### src/rtl/cdb_arbiter.sv
// Common data bus arbiter: one-hot combinational grant, registered one-cycle broadcast of the winner's tag/result.
// Round-robin by default; define CDB_FIXED_PRIO_EN for fixed lowest-index-wins priority.
module cdb_arbiter #(
  parameter int                NUM_REQ = 4,
  parameter int                TAG_W   = 4,
  parameter int                DATA_W  = 32,
  parameter logic [TAG_W-1:0]  NO_LOCK = '0
) (
  input  logic                        clk,
  input  logic                        rst,
  input  logic [NUM_REQ-1:0]          req,
  input  logic [NUM_REQ*TAG_W-1:0]    req_tag,
  input  logic [NUM_REQ*DATA_W-1:0]   req_data,
  output logic [NUM_REQ-1:0]          gnt,
  input  logic                        rob_modify,
  output logic                        cdb_valid,
  output logic [TAG_W-1:0]            cdb_index,
  output logic [DATA_W-1:0]           cdb_result
);

  localparam int PTR_W = (NUM_REQ > 1) ? $clog2(NUM_REQ) : 1;

  logic [PTR_W-1:0]  rr_ptr;
  logic [PTR_W-1:0]  win_idx;
  logic              win_any;
  logic [TAG_W-1:0]  win_tag;
  logic [DATA_W-1:0] win_data;
  int                idx;

  // Scan req starting at rr_ptr, wrapping modulo NUM_REQ; first set bit wins.
  always_comb begin
    gnt      = '0;
    win_any  = 1'b0;
    win_idx  = '0;
    win_tag  = NO_LOCK;
    win_data = '0;
    idx      = 0;
    if (!rst && !rob_modify) begin
      for (int i = 0; i < NUM_REQ; i++) begin
        idx = (int'(rr_ptr) + i) % NUM_REQ;
        if (!win_any && req[idx]) begin
          win_any      = 1'b1;
          win_idx      = PTR_W'(idx);
          gnt[idx]     = 1'b1;
          win_tag      = req_tag[idx*TAG_W +: TAG_W];
          win_data     = req_data[idx*DATA_W +: DATA_W];
        end
      end
    end
  end

`ifdef CDB_FIXED_PRIO_EN
  assign rr_ptr = '0;
`else
  always_ff @(posedge clk) begin
    if (rst) begin
      rr_ptr <= '0;
    end else if (win_any) begin
      rr_ptr <= (win_idx == PTR_W'(NUM_REQ - 1)) ? '0 : win_idx + 1'b1;
    end
  end
`endif

  // Idle and flushed cycles drive NO_LOCK so consumer lock comparators never match.
  always_ff @(posedge clk) begin
    if (rst) begin
      cdb_valid  <= 1'b0;
      cdb_index  <= NO_LOCK;
      cdb_result <= '0;
    end else begin
      cdb_valid  <= win_any;
      cdb_index  <= win_any ? win_tag : NO_LOCK;
      cdb_result <= win_any ? win_data : '0;
    end
  end

endmodule

### config.mk
export PLATFORM = sky130hd
export DESIGN_NAME = cdb_arbiter
export DESIGN_NICKNAME = d
export VERILOG_FILES = /design/src/rtl/cdb_arbiter.sv
export SDC_FILE = /design/constraint.sdc
export NUM_CORES = 1
export LEC_CHECK = 0
export ABC_CLOCK_PERIOD_IN_PS = 4400
export CORE_MARGIN = 1
export CORE_UTILIZATION = 45
export DETAILED_ROUTE_END_ITERATION = 7
export PLACE_DENSITY_LB_ADDON = 0.25
export SLEW_MARGIN = 20
export SYNTH_ARGS = -nofsm -noshare
export SYNTH_HDL_FRONTEND = slang
export SYNTH_SLANG_ARGS = --single-unit
export TNS_END_PERCENT = 30
### constraint.sdc
create_clock -name clk -period 4.4 [get_ports clk]
set_input_delay 0.88 -clock clk [delete_from_list [all_inputs] [get_ports clk]]
set_output_delay 0.88 -clock clk [all_outputs]
set_load 0.02 [all_outputs]
### Word level (Yosys, flattened, before mapping)

Index checks and enable logic that the tools add are counted.

* flip-flop bits (word level): 39
* input bits: 151

* $add $sub $neg: 4
* $lt $le $gt $ge: 8
* equal/unequal tests: 1
* shift-type cells: 8
* muxes and demuxes: 49
* bitwise logic cells: 8
* reduce and logical (&&, ||, !) cells: 17

Operators with widths (number)
* $shiftx 128x8->32: 4
* $mux 32: 4
* $shiftx 16x5->4: 4
* $mux 4: 12
* $mux 1: 19
* $lt 3x4->1 const B: 3
* $mux 2: 6
* $or 4x4->4: 3
* $ge 3x1->1 const B: 3
* $bmux 1 s2: 4
* $demux 1 s2: 4
* $logic_and 1x1->1: 8
* $reduce_or 2->1: 3
* $logic_not 1->1: 5
* $add 2x1->2 const B: 2
* $add 2x2->2 const B: 2
* $and 1x1->1 const A: 3
* $lt 2x3->1 const B: 1
* $reduce_or 3->1: 1
* $eq 2x2->1 const B: 1
* $ge 2x1->1 const B: 1
* $not 1->1: 2

### Logic depth before layout (Yosys ltp)

* depth in word-level cells: 19
* gate-level depth with buffers: 14
* mapped depth without buffers: 8

### Worst setup path before layout

No wires, ideal clock.

* path type: reg-to-output
* from: register rr_ptr[1]
* to: output gnt[0]
* arrival time: 3.087 ns
* data required time: 3.520 ns
* setup slack: 0.433 ns
* stages on the path, launching flop included: 14
* path buffers: 6
* cells stage by stage: dfxtp_1 -> buf_2 -> buf_2 -> buf_2 -> inv_1 -> ha_1 -> buf_2 -> mux4_2 -> nor3_2 -> and2_1 -> buf_2 -> buf_6 -> a221oi_1 -> nor3_1

* cells in the longest elaborated chain, start to end: 16
* elaborated cells between the ends (all ways): 63
* those cells by class: 3 x add/sub; 8 x order compare; 33 x mux; 6 x bitwise; 13 x reduce/logical

Ends and longest elaborated chain
* start, declared: line 23 `logic [PTR_W-1:0] rr_ptr;`
* start signal, assigned: line 59 `rr_ptr <= (win_idx == PTR_W'(NUM_REQ - 1)) ? '0 : win_idx + 1'b1;`
* $add 2x1->2 / $bmux 1 s2 (equally long branches): line 40, 41
* $reduce_or 2->1 (no line) / $mux 1 (equally long branches)
* $and 1x1->1 (no line) / $mux 1 (equally long branches)
* $lt 3x4->1 (not written as such), or another cell as far along: line 44 `gnt[idx] = 1'b1;`
* $logic_and 1x1->1 (not written as such) / $logic_not 1->1 (equally long branches): line 44, 41
* $mux 1 (not written as such) / $logic_and 1x1->1 (equally long branches): line 44, 41
* $demux 1 s2 / $mux 1 (equally long branches): line 44, 41
* $or 4x4->4 (no line) / $mux 1 (equally long branches)
* $mux 4 / $logic_not 1->1 (equally long branches): line 41 `if (!win_any && req[idx]) begin`
* $mux 4 / $logic_and 1x1->1 (equally long branches): line 38, 41
* $or 4x4->4 (no line) / $mux 1 (equally long branches)
* $mux 4 / $mux 1 (equally long branches): line 41, 38
* $mux 4 / $logic_not 1->1 (equally long branches): line 38, 41
* $or 4x4->4 (no line) / $logic_and 1x1->1 (equally long branches)
* $mux 4 *: line 41
* $mux 4 *: line 38 `if (!rst && !rob_modify) begin`
* end, declared: line 14 `output logic [NUM_REQ-1:0] gnt,`

Mark *: on every way between the ends. The rest lies on a longest branch, timed or not. The select of a mux whose other input is x is not followed.

### Worst setup path in the final report

* from: input req[2]
* to: output gnt[2]

* cells in the longest elaborated chain, start to end: 16
* elaborated cells between the ends (all ways): 34
* those cells by class: 25 x mux; 3 x bitwise; 6 x reduce/logical

Ends and longest elaborated chain
* start, declared: line 11 `input logic [NUM_REQ-1:0] req,`
* $bmux 1 s2: line 41
* $mux 1 (not written as such): line 41
* $mux 1: line 41
* $mux 1: line 38
* $logic_not 1->1: line 41
* $logic_and 1x1->1: line 41
* $mux 1: line 41
* $mux 1: line 38
* $logic_not 1->1: line 41
* $logic_and 1x1->1: line 41
* $mux 1: line 41
* $mux 1: line 38
* $logic_not 1->1: line 41
* $logic_and 1x1->1: line 41
* $mux 4 *: line 41
* $mux 4 *: line 38

Marked as above.

==> run_results.csv <==
group,metric,value,unit
yosys,yosys_warnings,0,
placed_design,dp_hpwl,10.9,mm
yosys,yosysTopAreaCell,"mux4_2",
clock_tree,clk_latency,0.30,ns
yosys,netlist_area,5620,sq um
setup_path,crit_buf_inv,2,
clock_tree,root_buffer,"clkbuf_16",
global_routing,track_usage,0.253,
setup_path,arrival,3.40,ns
yosys,synthArstFlopShare,0,
clock_tree,cts.sink_count,39,
worst_hold_path,whs_endpoint,"rr_ptr[1]",
routing,via_per_inst,6.80,
clock_tree,cts_tree,"yes",
floorplanning,die_x,114,um
setup_path,slowest_stage,"clkdlybuf4s50_1",
setup_path,crit_type,"primary input to output port",
timing,finalSetupViolCount,0,
timing,slew_headroom,0.342,
setup_path,rrSetupSlack,1.15,ns
finish,diodes,0,
global_routing,grt.overflow.total,0,
setup_path,critPathTopFamily,"buffers and inverters",
placed_design,placed_cells,755,
outcome,run_status,"completed",
floorplanning,rows,40,
yosys,synth-main-ff-cell,"dfxtp_1",
global_routing,grt_pass1_wl,25.7,mm
setup_path,max_stage_delay,0.66,ns
floorplanning,die_area,12900,sq um
finish,nFillCells,934,
routing,wire_per_inst,21.2,um
setup_path,reg2reg_to,"cdb_result[21]",
placed_design,port_buffers,191,
power_and_ir_drop,leakage,2.41,nW
yosys,synth_top_area_frac,0.597,
timing,tightest_slew,0.986,ns
timing,hold_violations,0,
routing,via_count,5200,
routing,drt-pass1-iter-count,5,
floorplanning,io-pin-count,192,
yosys,yosysUniqueCellTypes,30,
global_routing,grt_start_max_net_pins,117,
clock_tree,cts_max_path_buffers,2,
timing,finalCritPeriodShare,0.972,
setup_path,crit_chain,"clkdlybuf4s50_1, mux4_2, nor3_2, and2_2, a221oi_1, nor3_1, clkdlybuf4s50_1",
setup_path,worst_ep_required_time,3.52,ns
routing,ant_nets,0,
clock_tree,cts_buffers,5,
yosys,synth_area_leaders,"mux4_2, dfxtp_1, a221o_1",
power_and_ir_drop,peakVddDrop,274,uV
worst_hold_path,hp-class,"flip-flop to flip-flop",
floorplanning,fp.coreArea,12100,sq um
worst_hold_path,hp-start,"rr_ptr[1]",
setup_path,cp-start-kind,"primary input",
yosys,syn_nets,600,
yosys,synth_edf_count,0,
yosys,yosys_register_bits,39,
job,maxCapViolations,0,
timing,skew,0.00674,ns
routing,wl,16.2,mm
clock_tree,cts_hold_buf,0,
setup_path,critPathMaxFanout,8,
finish,instances_no_fill,765,
finish,nets,753,
clock_tree,path_clk_slew,0.06,ns
finish,multi_input_area,4550,sq um
yosys,yosysSeqAreaShare,0.139,
setup_path,cp_common_cell,"clkdlybuf4s50_1",
global_routing,first_global_vias,5020,
worst_hold_path,hold_path_depth,3,
timing,fin_setup_tns,0,ns
placed_design,finalWeightedCongestion,0.828,
setup_path,crit_start,"req[2]",
timing,finalMaxSlewViolations,0,
routing,drc,0,
timing,max_freq,0.234,GHz
setup_path,cp-end-kind,"output port",
timing,rsz0062_at_grt,"no",
power_and_ir_drop,power_density,509,nW/um^2
setup_path,r2r_start,"rr_ptr[0]",
routing,dr.first_iter.drc_count,499,
timing,period_needed,4.28,ns
yosys,avgSynthCellArea,12.7,sq um
finish,syn_to_final_growth,38.4,%
floorplanning,die_y,114,um
finish,postLayoutCoreUtil,0.642,
finish,regArea,788,sq um
global_routing,grt_antenna_before_repair,0,
setup_path,r2r_cells,8,
finish,drive_gt1_frac,0.303,
floorplanning,start_util,0.464,
clock_tree,htreeDepth,2,
yosys,synth_cells,443,
tightest hold or removal path, stage by stage, from the launching register on:
cell,delay [ns]
dfxtp_4,0.36
inv_1,0.14
or3_1,0.13
o21ai_1,0.06
per-stage QoR:
step	hold slack [ns]	power (mW)	instance area [sq um]	worst slack, ns
after floorplan	0.784	2.86	5620	0.433
final	0.727	3.95	7770	0.124
after global placement	0.696	3.47	7600	0.200
after CTS	0.722	3.97	7760	0.0865
after global routing	0.786	4.22	7770	0.0294
after detailed placement	0.707	3.54	7600	0.0841
cells in the final DEF, fill, tap and decap left out, types with 2 or more instances in the layout:
| master | instances |
|---|---|
| clkdlybuf4s50_1 | 191 |
| mux4_2 | 149 |
| o21ai_0 | 37 |
| a21oi_1 | 37 |
| nand2_1 | 37 |
| dfxtp_1 | 37 |
| a221o_1 | 36 |
| buf_4 | 14 |
| inv_1 | 6 |
| nor2_1 | 6 |
| ha_1 | 5 |
| clkbuf_16 | 5 |
| a22oi_1 | 4 |
| a221oi_1 | 4 |
| nor3_1 | 4 |
| o21ai_1 | 4 |
| or3_1 | 2 |
| clkbuf_8 | 2 |
| dfxtp_4 | 2 |
registers in the layout, indices dropped and copies added (netlist names):
register / count
cdb_result: 32
cdb_index: 4
rr_ptr: 2
cdb_valid: 1
what timing repair did:
action | CTS | global route
setup endpoints to repair | 0 | 1
buffers inserted | 0 | 2
gates resized for setup | 0 | 0
per-layer routing:
layer / vias to the layer above / routed length (um) / track usage
met5: - / 0 / 0
met4: 0 / 190 / 0.0719
met3: 15 / 1400 / 0.0468
met2: 288 / 8190 / 0.434
met1: 2652 / 6430 / 0.329
li1: 2245 / - / -
power breakdown:
part           total (mW)  internal (mW)  switching, mW
clock network       0.416          0.242          0.174
logic                3.05           1.67           1.38
registers           0.486          0.445         0.0414
total                3.95           2.36           1.60
cells by family after synthesis:
| family | after synthesis | share of synthesized area |
|---|---|---|
| AND/OR/NAND/NOR | 54 | 0.0405 |
| XOR/XNOR | 2 | 0.00312 |
| AO/OA/AOI/OAI | 125 | 0.149 |
| buffers and inverters | 67 | 0.0557 |
| multiplexers | 150 | 0.599 |
| flip-flops | 39 | 0.139 |
| adder cells (fa/ha/maj) | 6 | 0.0134 |
synth_stat cells, types with 3 or more instances:
| cell | instances |
|---|---|
| a21oi_1 | 37 |
| a221o_1 | 36 |
| a221oi_1 | 4 |
| a22oi_1 | 4 |
| buf_2 | 28 |
| buf_4 | 3 |
| clkbuf_1 | 26 |
| dfxtp_1 | 39 |
| ha_1 | 6 |
| inv_1 | 6 |
| mux4_2 | 149 |
| nand2_1 | 37 |
| nor2_1 | 6 |
| nor3_1 | 4 |
| o21ai_0 | 37 |
| o21ai_1 | 4 |
final cells by class:
| type | instances | area share |
|---|---|---|
| sequential | 39 | 0.101 |
| clock buffer | 7 | 0.0196 |
| timing repair buffer | 206 | 0.262 |
| clock inverter | 1 | 0.000966 |
| tap | 168 | 0.0270 |
| multi-input combinational | 337 | 0.586 |
| inverter | 7 | 0.00338 |
worst max-delay path by stage:
stage / endpoint / depth (start not counted)
2_1_floorplan: gnt[0] / 13
3_3_place_gp: gnt[1] / 7
3_5_place_dp: gnt[2] / 7
4_1_cts: gnt[2] / 7
5_1_grt: gnt[2] / 7
6_report: gnt[2] / 7
Note: power is estimated with default switching activity, not from simulation.
